File: src/rtl/afb_acc_pkg.sv
// Shared constants and types for the AJIT accelerator AFB register front-end.
// Request/response field positions, well-known register indices and FSM states.
package afb_acc_pkg;

    localparam int AFB_REQ_W    = 74;
    localparam int AFB_LOCK_BIT = 73;
    localparam int AFB_RW_BIT   = 72;
    localparam int AFB_MASK_HI  = 71;
    localparam int AFB_MASK_LO  = 68;
    localparam int AFB_ADDR_HI  = 67;
    localparam int AFB_ADDR_LO  = 32;
    localparam int AFB_ADDR_W   = AFB_ADDR_HI - AFB_ADDR_LO + 1;
    localparam int AFB_RESP_W   = 33;
    localparam int AFB_ERR_BIT  = 32;

    localparam int CTRL_IDX   = 0;
    localparam int STATUS_IDX = 1;

    typedef enum logic [1:0] {
        ST_IDLE = 2'd0,
        ST_EXEC = 2'd1,
        ST_RESP = 2'd2
    } afb_state_e;

endpackage

File: src/rtl/afb_req_decode.sv
// Combinational decode of a captured AFB request against the register window.
// Produces the word index, the error flag and the write / STATUS-W1C enables.
module afb_req_decode
    import afb_acc_pkg::*;
#(
    parameter int                    NUM_REGS  = 16,
    parameter logic [AFB_ADDR_W-1:0] BASE_ADDR = '0,
    parameter logic [NUM_REGS-1:0]   RO_MASK   = {{(NUM_REGS-2){1'b0}}, 2'b10}
) (
    input  logic [AFB_ADDR_W-1:0]       i_addr,
    input  logic                        i_rd,
    input  logic                        i_mask_b0,
    output logic [$clog2(NUM_REGS)-1:0] o_idx,
    output logic                        o_err,
    output logic                        o_wr_en,
    output logic                        o_st_w1c
);

    localparam int IDXW = $clog2(NUM_REGS);
    localparam logic [AFB_ADDR_W-3:0] BASE_WORD = BASE_ADDR[AFB_ADDR_W-1:2];

    logic [AFB_ADDR_W-3:0] w_woff;
    logic                  w_addr_err;
    logic                  w_ro_err;

    // Base is word aligned, so comparing word addresses is exact once the
    // low two bits are known to be zero.
    assign w_woff     = i_addr[AFB_ADDR_W-1:2] - BASE_WORD;
    assign o_idx      = w_woff[IDXW-1:0];
    assign w_addr_err = (i_addr[1:0] != 2'b00)
                      | (i_addr[AFB_ADDR_W-1:2] < BASE_WORD)
                      | (w_woff[AFB_ADDR_W-3:IDXW] != '0);
    assign w_ro_err   = !i_rd & RO_MASK[o_idx];
    assign o_err      = w_addr_err | w_ro_err;
    assign o_wr_en    = !i_rd & !o_err;
    // STATUS[0] clear-on-write survives a read-only STATUS.
    assign o_st_w1c   = !i_rd & !w_addr_err & i_mask_b0
                      & (o_idx == IDXW'(STATUS_IDX));

endmodule

File: src/rtl/afb_acc_regbank.sv
// AFB slave register bank: one request in flight, IDLE/EXEC/RESP handshake,
// byte-masked writes, hardware update port and a maskable status interrupt.
module afb_acc_regbank
    import afb_acc_pkg::*;
#(
    parameter int                    NUM_REGS  = 16,
    parameter logic [AFB_ADDR_W-1:0] BASE_ADDR = '0,
    parameter logic [NUM_REGS-1:0]   RO_MASK   = {{(NUM_REGS-2){1'b0}}, 2'b10}
) (
    input  logic                        clk,
    input  logic                        reset,
    input  logic                        afb_req_valid,
    output logic                        afb_req_ready,
    input  logic [AFB_REQ_W-1:0]        afb_req_data,
    output logic                        afb_resp_valid,
    input  logic                        afb_resp_ready,
    output logic [AFB_RESP_W-1:0]       afb_resp_data,
    input  logic                        hw_we,
    input  logic [$clog2(NUM_REGS)-1:0] hw_idx,
    input  logic [31:0]                 hw_data,
    input  logic                        irq_set,
    output logic [NUM_REGS*32-1:0]      regs_flat,
    output logic                        irq
);

    localparam int IDXW = $clog2(NUM_REGS);

    afb_state_e                   r_state, w_state_nxt;
    logic [AFB_RW_BIT:0]          r_req;
    logic [NUM_REGS-1:0][31:0]    r_regs, w_regs_nxt;
    logic [AFB_RESP_W-1:0]        r_resp;
    logic                         r_irq;
    logic                         w_accept, w_exec;
    logic                         w_rd;
    logic [3:0]                   w_mask;
    logic [31:0]                  w_wdata;
    logic [IDXW-1:0]              w_idx;
    logic                         w_err, w_wr_en, w_st_w1c;
    logic                         w_unused_lock;

    assign w_unused_lock = afb_req_data[AFB_LOCK_BIT];
    assign w_rd          = r_req[AFB_RW_BIT];
    assign w_mask        = r_req[AFB_MASK_HI:AFB_MASK_LO];
    assign w_wdata       = r_req[31:0];

    afb_req_decode #(
        .NUM_REGS  (NUM_REGS),
        .BASE_ADDR (BASE_ADDR),
        .RO_MASK   (RO_MASK)
    ) u_decode (
        .i_addr    (r_req[AFB_ADDR_HI:AFB_ADDR_LO]),
        .i_rd      (w_rd),
        .i_mask_b0 (w_mask[0]),
        .o_idx     (w_idx),
        .o_err     (w_err),
        .o_wr_en   (w_wr_en),
        .o_st_w1c  (w_st_w1c)
    );

    always_ff @(posedge clk) begin
        if (reset) r_state <= ST_IDLE;
        else       r_state <= w_state_nxt;
    end

    always_comb begin
        w_state_nxt = r_state;
        case (r_state)
            ST_IDLE: if (w_accept)       w_state_nxt = ST_EXEC;
            ST_EXEC:                     w_state_nxt = ST_RESP;
            ST_RESP: if (afb_resp_ready) w_state_nxt = ST_IDLE;
            default:                     w_state_nxt = ST_IDLE;
        endcase
    end

    always_comb begin
        afb_req_ready  = (r_state == ST_IDLE) & ~reset;
        afb_resp_valid = (r_state == ST_RESP);
        w_exec         = (r_state == ST_EXEC);
    end

    assign w_accept = afb_req_valid & afb_req_ready;

    always_ff @(posedge clk) begin
        if (reset)         r_req <= '0;
        else if (w_accept) r_req <= afb_req_data[AFB_RW_BIT:0];
    end

    always_ff @(posedge clk) begin
        if (reset)       r_resp <= '0;
        else if (w_exec) r_resp <= {w_err, (w_rd && !w_err) ? r_regs[w_idx] : 32'h0};
    end

    // Lowest priority first: hw port, then AFB bytes, then STATUS[0] rules.
    always_comb begin
        for (int i = 0; i < NUM_REGS; i++) begin
            w_regs_nxt[i] = r_regs[i];
            if (hw_we && hw_idx == IDXW'(i))
                w_regs_nxt[i] = hw_data;
            if (w_exec && w_wr_en && w_idx == IDXW'(i))
                for (int b = 0; b < 4; b++)
                    if (w_mask[b]) w_regs_nxt[i][8*b +: 8] = w_wdata[8*b +: 8];
        end
        if (w_exec && w_st_w1c)
            w_regs_nxt[STATUS_IDX][0] = r_regs[STATUS_IDX][0] & ~w_wdata[0];
        if (irq_set)
            w_regs_nxt[STATUS_IDX][0] = 1'b1;
    end

    always_ff @(posedge clk) begin
        if (reset) begin
            r_regs <= '0;
            r_irq  <= 1'b0;
        end else begin
            r_regs <= w_regs_nxt;
            r_irq  <= r_regs[CTRL_IDX][0] & r_regs[STATUS_IDX][0];
        end
    end

    assign regs_flat     = r_regs;
    assign afb_resp_data = r_resp;
    assign irq           = r_irq;

endmodule

File: config.mk
export PLATFORM = sky130hd
export DESIGN_NAME = afb_acc_regbank
export DESIGN_NICKNAME = d
export VERILOG_FILES = /design/src/rtl/afb_acc_pkg.sv /design/src/rtl/afb_req_decode.sv /design/src/rtl/afb_acc_regbank.sv
export SDC_FILE = /design/constraint.sdc
export NUM_CORES = 1
export LEC_CHECK = 0
export CORE_MARGIN = 1.5
export CORE_UTILIZATION = 35
export DETAILED_ROUTE_END_ITERATION = 10
export PLACE_DENSITY = 0.65
export SYNTH_ARGS = -nofsm -noshare
export SYNTH_HDL_FRONTEND = slang
export SYNTH_HIERARCHICAL = 1
export SYNTH_SLANG_ARGS = --single-unit
File: constraint.sdc
create_clock -name clk -period 2.55 [get_ports clk]
set_clock_uncertainty 0.15 [all_clocks]
set_input_delay 0.6375 -clock clk [delete_from_list [all_inputs] [get_ports clk]]
set_output_delay 0.6375 -clock clk [all_outputs]
set_load 0.01 [all_outputs]
Word level (Yosys, flattened, before mapping)
Memories as Yosys holds them, arrays and structs flattened. A register that Yosys moved wholly into a read port is not among the register bits.
Cells that the tools add are included.

storage, ports and cells
  bits in registers = 621
  word-level logic and storage cells = 222
  ROM bits = 16
  memories = 1
  output and inout bits = 548
  bits of input ports = 116

memory list
  memory           words  width  rd ports  clocked after Yosys merged registers in  wr ports  line                  source
  (no name shown)  16     1      1         1                                        0         afb_req_decode.sv:33  assign w_ro_err = !i_rd & RO_MASK[o_idx];

operators by class
  $lt $le $gt $ge = 2
  reduce and logical (&&, ||, !) cells = 44
  equality and inequality tests = 34
  bitwise operators = 14
  muxes and demuxes = 107

operators by type and width
  cell                   number
  $mux W32               34
  $mux W8                64
  $bmux W32 S4           1
  $eq A4 B4 Y1 const B   16
  $logic_and A1 B1 Y1    35
  $lt A34 B1 Y1 const B  1
  $eq A4 B3 Y1 const B   8
  $reduce_bool A30 Y1    1
  $eq A4 B2 Y1 const B   4
  $and A1 B1 Y1          9
  $eq A4 B1 Y1 const B   2
  $logic_not A4 Y1       2
  $mux W4                2
  $pmux W2 S3            1
  $lt A4 B5 Y1 const B   1
  $mux W2                2
  $logic_not A1 Y1       3
  $mux W1                3
  $or A1 B1 Y1           3
  $eq A2 B1 Y1 const B   1
  $eq A2 B2 Y1 const B   1
  $logic_not A2 Y1       1
  $ne A2 B1 Y1 const B   1
  $ne A2 B2 Y1 const B   1
  other kinds (3)        4

Depth between registers and ports, before layout
  word-level depth = 11
  mapped depth = 10
  depth with buffers taken out = 7

Modules after synthesis
The synthesis kept the hierarchy.

by module, submodules not included
  module           area each (µm²)  cells an instance  times used  sequential area each (µm²)
  afb_acc_regbank  30,770.8         3,435              1           12,431.9
  afb_req_decode   156.4            20                 1           0.0

Worst setup path before layout
OpenSTA, ideal clock, no wires.

  path type = reg2reg
  from = reg r_req[72]
  to = reg r_regs (netlist bit regs_flat[381])
  library setup time = 91 ps
  arrival = 2,195 ps
  clock period less this slack = 2,436 ps
  path buffers = 3
  data required time = 2,309 ps
  slack = 114 ps
  cell stages (with the launch flop) = 10
  cell sequence = dfxtp_1 or4_4 nor4b_1 and3b_1 buf_2 buf_2 nand3_1 clkbuf_1 nor2_1 a311oi_1

between the ends
  word-level cells in the longest chain between the ends = 8

ends and longest elaborated chain
  what                                line                                        source
  start, declared                     afb_acc_regbank.sv:29                       logic [AFB_RW_BIT:0] r_req;
  start signal, assigned              afb_acc_regbank.sv:85                       else if (w_accept) r_req <= afb_req_data[AFB_RW_BIT:0];
  $logic_not A1 Y1 *                  afb_req_decode.sv:33, afb_req_decode.sv:35
  $and A1 B1 Y1                       afb_req_decode.sv:33
  $or A1 B1 Y1                        afb_req_decode.sv:34                        assign o_err = w_addr_err | w_ro_err;
  $logic_not A1 Y1                    afb_req_decode.sv:35                        assign o_wr_en = !i_rd & !o_err;
  $and A1 B1 Y1 *                     afb_req_decode.sv:35
  net w_wr_en                         afb_acc_regbank.sv:38                       logic w_err, w_wr_en, w_st_w1c;
  $logic_and A1 B1 Y1 * (2 in a row)  afb_acc_regbank.sv:99                       if (w_exec && w_wr_en && w_idx == IDXW'(i))
  $mux W32 *                          afb_acc_regbank.sv:99
  end signal, assigned                afb_acc_regbank.sv:114                      r_regs <= w_regs_nxt;
  end, declared                       afb_acc_regbank.sv:30                       logic [NUM_REGS-1:0][31:0] r_regs, w_regs_nxt;

Mark *: on every way through the listed nets, which the timed path passes. The rest lies on a longest branch.
A chain may end at the register's enable or synchronous reset.

Worst setup path after layout
  from = reg r_req[45]
  to = reg r_regs (netlist bit regs_flat[127])

between the ends
  word-level cells in the longest chain between the ends = 9
  elaborated cells between the ends (all ways) = 10
  classes of those cells = 1 x order compare; 1 x mux; 4 x bitwise; 4 x reduce/logical

ends and longest elaborated chain
  what                                line                   source
  $lt A34 B1 Y1                       afb_req_decode.sv:31   | (i_addr[AFB_ADDR_W-1:2] < BASE_WORD)
  $or A1 B1 Y1                        afb_req_decode.sv:31
  $or A1 B1 Y1 *                      afb_req_decode.sv:32   | (w_woff[AFB_ADDR_W-3:IDXW] != '0);
  $or A1 B1 Y1 *                      afb_req_decode.sv:34
  $logic_not A1 Y1 *                  afb_req_decode.sv:35
  $and A1 B1 Y1 *                     afb_req_decode.sv:35
  net w_wr_en                         afb_acc_regbank.sv:38
  $logic_and A1 B1 Y1 * (2 in a row)  afb_acc_regbank.sv:99
  $mux W32 *                          afb_acc_regbank.sv:99

Marked as above.

==> impl_metrics.py <==
metrics = {
    "run_status": {
        "outcome": "complete, but fails checks",
        "violations": "negative setup slack",
    },
    "synthesis": {
        "syn-num-nets": 3571,
        "yosysUniqueCellTypes": 45,
        "synthXorXnorAreaFrac_pct": 0,
        "syn_inst": 3455,
        "yosysSeqAreaShare_pct": 40.2,
        "yosysWarnings": 6,
        "synth_compound_area_share_pct": 20.0,
        "yosys_register_bits": 621,
        "async_reset_ff_share_pct": 0,
        "ys.flop_type": "dfxtp_1",
        "muxShareOfSynthArea_pct": 20.3,
        "yosys.area_share.simple_pct": 13.6,
        "synth_top_family_by_area": "multiplexers",
        "syn-cell-area_mm2": 0.0309,
        "synth-edff-count": 0,
        "avgSynthCellArea_um2": 8.95,
        "synthAdderAreaFrac_pct": 0,
    },
    "critical_path": {
        "worstSetupStartpointType": "flop",
        "crit_fanout": 8,
        "crit_path_frequent_cell": "nand4_1",
        "critical-path-max-stage-delay_ns": 0.33,
        "cp.arrival_ns": 3.07,
        "worst-endpoint-required_ns": 2.89,
        "cp_cell_sequence": "nor4_4 > nand4_1 > nor4b_2 > and3b_2 > buf_12 > clkbuf_16 > nand4_1 > buf_6 > nor2_4 > a211oi_2",
        "slowest_stage": "dfxtp_2",
        "crit_type": "reg -> reg",
        "cp-end-kind": "flop",
    },
    "cts": {
        "cts-root-buf": "clkbuf_16",
        "clk_latency_ns": 0.62,
        "cts_buffers": 73,
        "h-tree-depth": 3,
        "clock-sinks": 621,
        "tritoncts": "done",
        "clk_pin_slew_ns": 0.06,
        "clock_path_buffers": 3,
    },
    "placement": {
        "dp_hpwl_um": 97900,
        "gp_congestion": 0.869,
        "place_area_mm2": 0.0398,
        "port_buffers": 662,
        "placed_cells_incl_taps": 5095,
    },
    "drt": {
        "drt_iter0_markers": 3029,
        "wl_per_cell_um": 27.3,
        "vias": 31400,
        "final_antenna_net_count": 0,
        "vias_per_cell": 5.95,
        "drc_errors": 0,
        "wl_um": 144000,
        "first_pass_iters": 5,
    },
    "sta": {
        "max_freq_ghz": 0.366,
        "slew_violations": 0,
        "relSlewSlack_pct": 21.2,
        "hold_slack_ns": 0.308,
        "min_period_over_period_pct": 107,
        "rsz0062_at_grt": "yes",
        "final-setup-viol-count": 332,
        "hold_viol": 0,
        "tightestPinTransition_ns": 1.18,
        "fin_ws_ns": -0.185,
        "final.min_clock_period_ns": 2.74,
    },
    "global_route": {
        "grt_pass1_vias": 29100,
        "track_usage_pct": 29.9,
        "antenna_found_initial": 3,
        "grt_overflow": 0,
        "grt_max_degree": 175,
        "grt_pass1_wl_um": 203000,
    },
    "pwr": {
        "p_per_area_mw_per_mm2": 534,
        "total_power_mw": 23.5,
        "p_leak_nw": 16.6,
        "vdd_drop_max_mv": 0.527,
    },
    "floorplan": {
        "die_y_um": 300,
        "ios": 664,
        "rows": 108,
        "start_util_pct": 35.5,
        "dieArea_mm2": 0.0902,
        "core_area_mm2": 0.0872,
        "die_w_um": 300,
    },
    "final_layout": {
        "final_cells": 5273,
        "postLayoutCellArea_mm2": 0.0440,
        "drive_above_1_share_pct": 17.3,
        "area_growth_pct": 42.2,
        "fillCellCount": 7906,
        "final_util_pct": 50.5,
        "finalNetCount": 4174,
    },
    "min_path": {
        "worst_hold_path_type": "reg -> reg",
    },
    "job": {
        "drv_cap": 0,
    },
}
registers in the layout (all words and copies together) (netlist names):
| name | cells |
|---|---|
| regs_flat | 512 |
| r_req | 73 |
| afb_resp_data | 33 |
| r_state | 2 |
| irq | 1 |
report_power, final:
part,switching [mW],internal [mW]
registers,0.336,9.87
logic,1.22,0.900
clock network,4.51,6.65
cells in the mapped netlist, types with 3 or more instances:
library cell / instances / area (um2)
nor2_1: 521 / 1960
mux2i_1: 375 / 3750
and3_1: 5 / 31.3
inv_1: 4 / 15.0
a211oi_1: 311 / 2330
dfxtp_1: 621 / 12400
nand3_1: 57 / 285
nor4_1: 7 / 43.8
nor4_2: 3 / 37.5
a22oi_1: 64 / 480
a311oi_1: 200 / 1750
clkbuf_1: 233 / 875
nand2_1: 384 / 1440
o211ai_1: 32 / 240
buf_2: 115 / 576
buf_4: 20 / 150
nor2b_1: 5 / 31.3
a21oi_1: 76 / 380
o21ai_0: 193 / 966
buf_6: 3 / 33.8
mux4_2: 96 / 2160
and3b_1: 9 / 78.8
mux2_2: 32 / 360
nand3b_1: 3 / 22.5
nand4_1: 19 / 119
buf_1: 41 / 154
nand2b_1: 6 / 37.5
clkbuf_4: 3 / 22.5
layer usage:
| metal | track usage [%] | up-vias | part of all wire [%] |
|---|---|---|---|
| met5 | 0 | - | 0.019 |
| met4 | 11.5 | 4 | 4.2 |
| met3 | 7.19 | 335 | 9.9 |
| met2 | 47.0 | 1843 | 46 |
| met1 | 39.5 | 15300 | 40 |
| li1 | - | 13900 | - |
worst max-delay path, delay by kind of cell (launching register included):
kind                   cells  cell delay [ns]
AND/OR/NAND/NOR            6             1.46
buffers and inverters      3             0.59
flip-flops                 1             0.33
AO/OA/AOI/OAI              1             0.06
per-stage QoR:
step	setup TNS (ns)	worst slack (ns)
5_1_grt	-86.13	-0.305
3_5_place_dp	-61.51	-0.305
2_1_floorplan	0	0.114
4_1_cts	-3.68	-0.106
6_report	-18.97	-0.185
3_3_place_gp	-43.75	-0.225
logic make-up after synthesis:
family / count (synthesis)
AND/OR/NAND/NOR: 1032
multiplexers: 503
flip-flops: 621
buffers and inverters: 419
AO/OA/AOI/OAI: 880
worst paths after layout:
| path | depth (start not counted) | startpoint | to | slack (ns) |
|---|---|---|---|---|
| setup / recovery | 10 | r_req[45]$_SDFFE_PP0P_ | regs_flat[127]$_SDFF_PP0_ | -0.19 |
| hold / removal | 2 | r_req[60]$_SDFFE_PP0P_ | r_req[60]$_SDFFE_PP0P_ | 0.31 |
| setup reg to reg | 10 | r_req[45]$_SDFFE_PP0P_ | regs_flat[127]$_SDFF_PP0_ | -0.19 |
| hold reg to reg | 2 | r_req[60]$_SDFFE_PP0P_ | r_req[60]$_SDFFE_PP0P_ | 0.31 |
placed cells by master, fill, tap and decap left out, types with 5 or more instances in the layout:
| cell | n |
|---|---|
| a211oi_1 | 293 |
| a211oi_2 | 18 |
| a21oi_1 | 76 |
| a22oi_1 | 60 |
| a311oi_1 | 179 |
| a311oi_2 | 20 |
| and3b_1 | 8 |
| buf_12 | 65 |
| buf_4 | 159 |
| buf_6 | 45 |
| buf_8 | 6 |
| bufinv_16 | 6 |
| clkbuf_1 | 14 |
| clkbuf_16 | 79 |
| clkbuf_8 | 20 |
| clkdlybuf4s50_1 | 651 |
| clkinv_2 | 9 |
| dfxtp_1 | 611 |
| dfxtp_2 | 7 |
| dlygate4sd2_1 | 10 |
| mux2_2 | 32 |
| mux2i_1 | 375 |
| mux4_2 | 96 |
| nand2_1 | 381 |
| nand3_1 | 43 |
| nand3_4 | 11 |
| nand4_1 | 19 |
| nor2_1 | 435 |
| nor2_2 | 46 |
| nor2_4 | 41 |
| nor4_2 | 5 |
| o211ai_1 | 32 |
| o21ai_0 | 192 |
final cells by class:
type	count	area (um2)	share of cell area, %
well taps	1155	1450	3.29
clock inverters	24	344	0.782
flip-flops and latches	621	12500	28.3
repair buffers	943	9840	22.4
clock buffers	109	2200	5.01
multi-input cells	2415	17700	40.2
inverters	4	17.5	0.0398
diodes	2	5.00	0.0114
what timing repair did:
item,CTS,global route
pin swaps,13,13
hold buffers,0,0
endpoints found under the setup margin,235,548
cloned,4,17
setup buffers,6,19
gates resized for setup,60,235
Power figures use the tool's default switching activity.
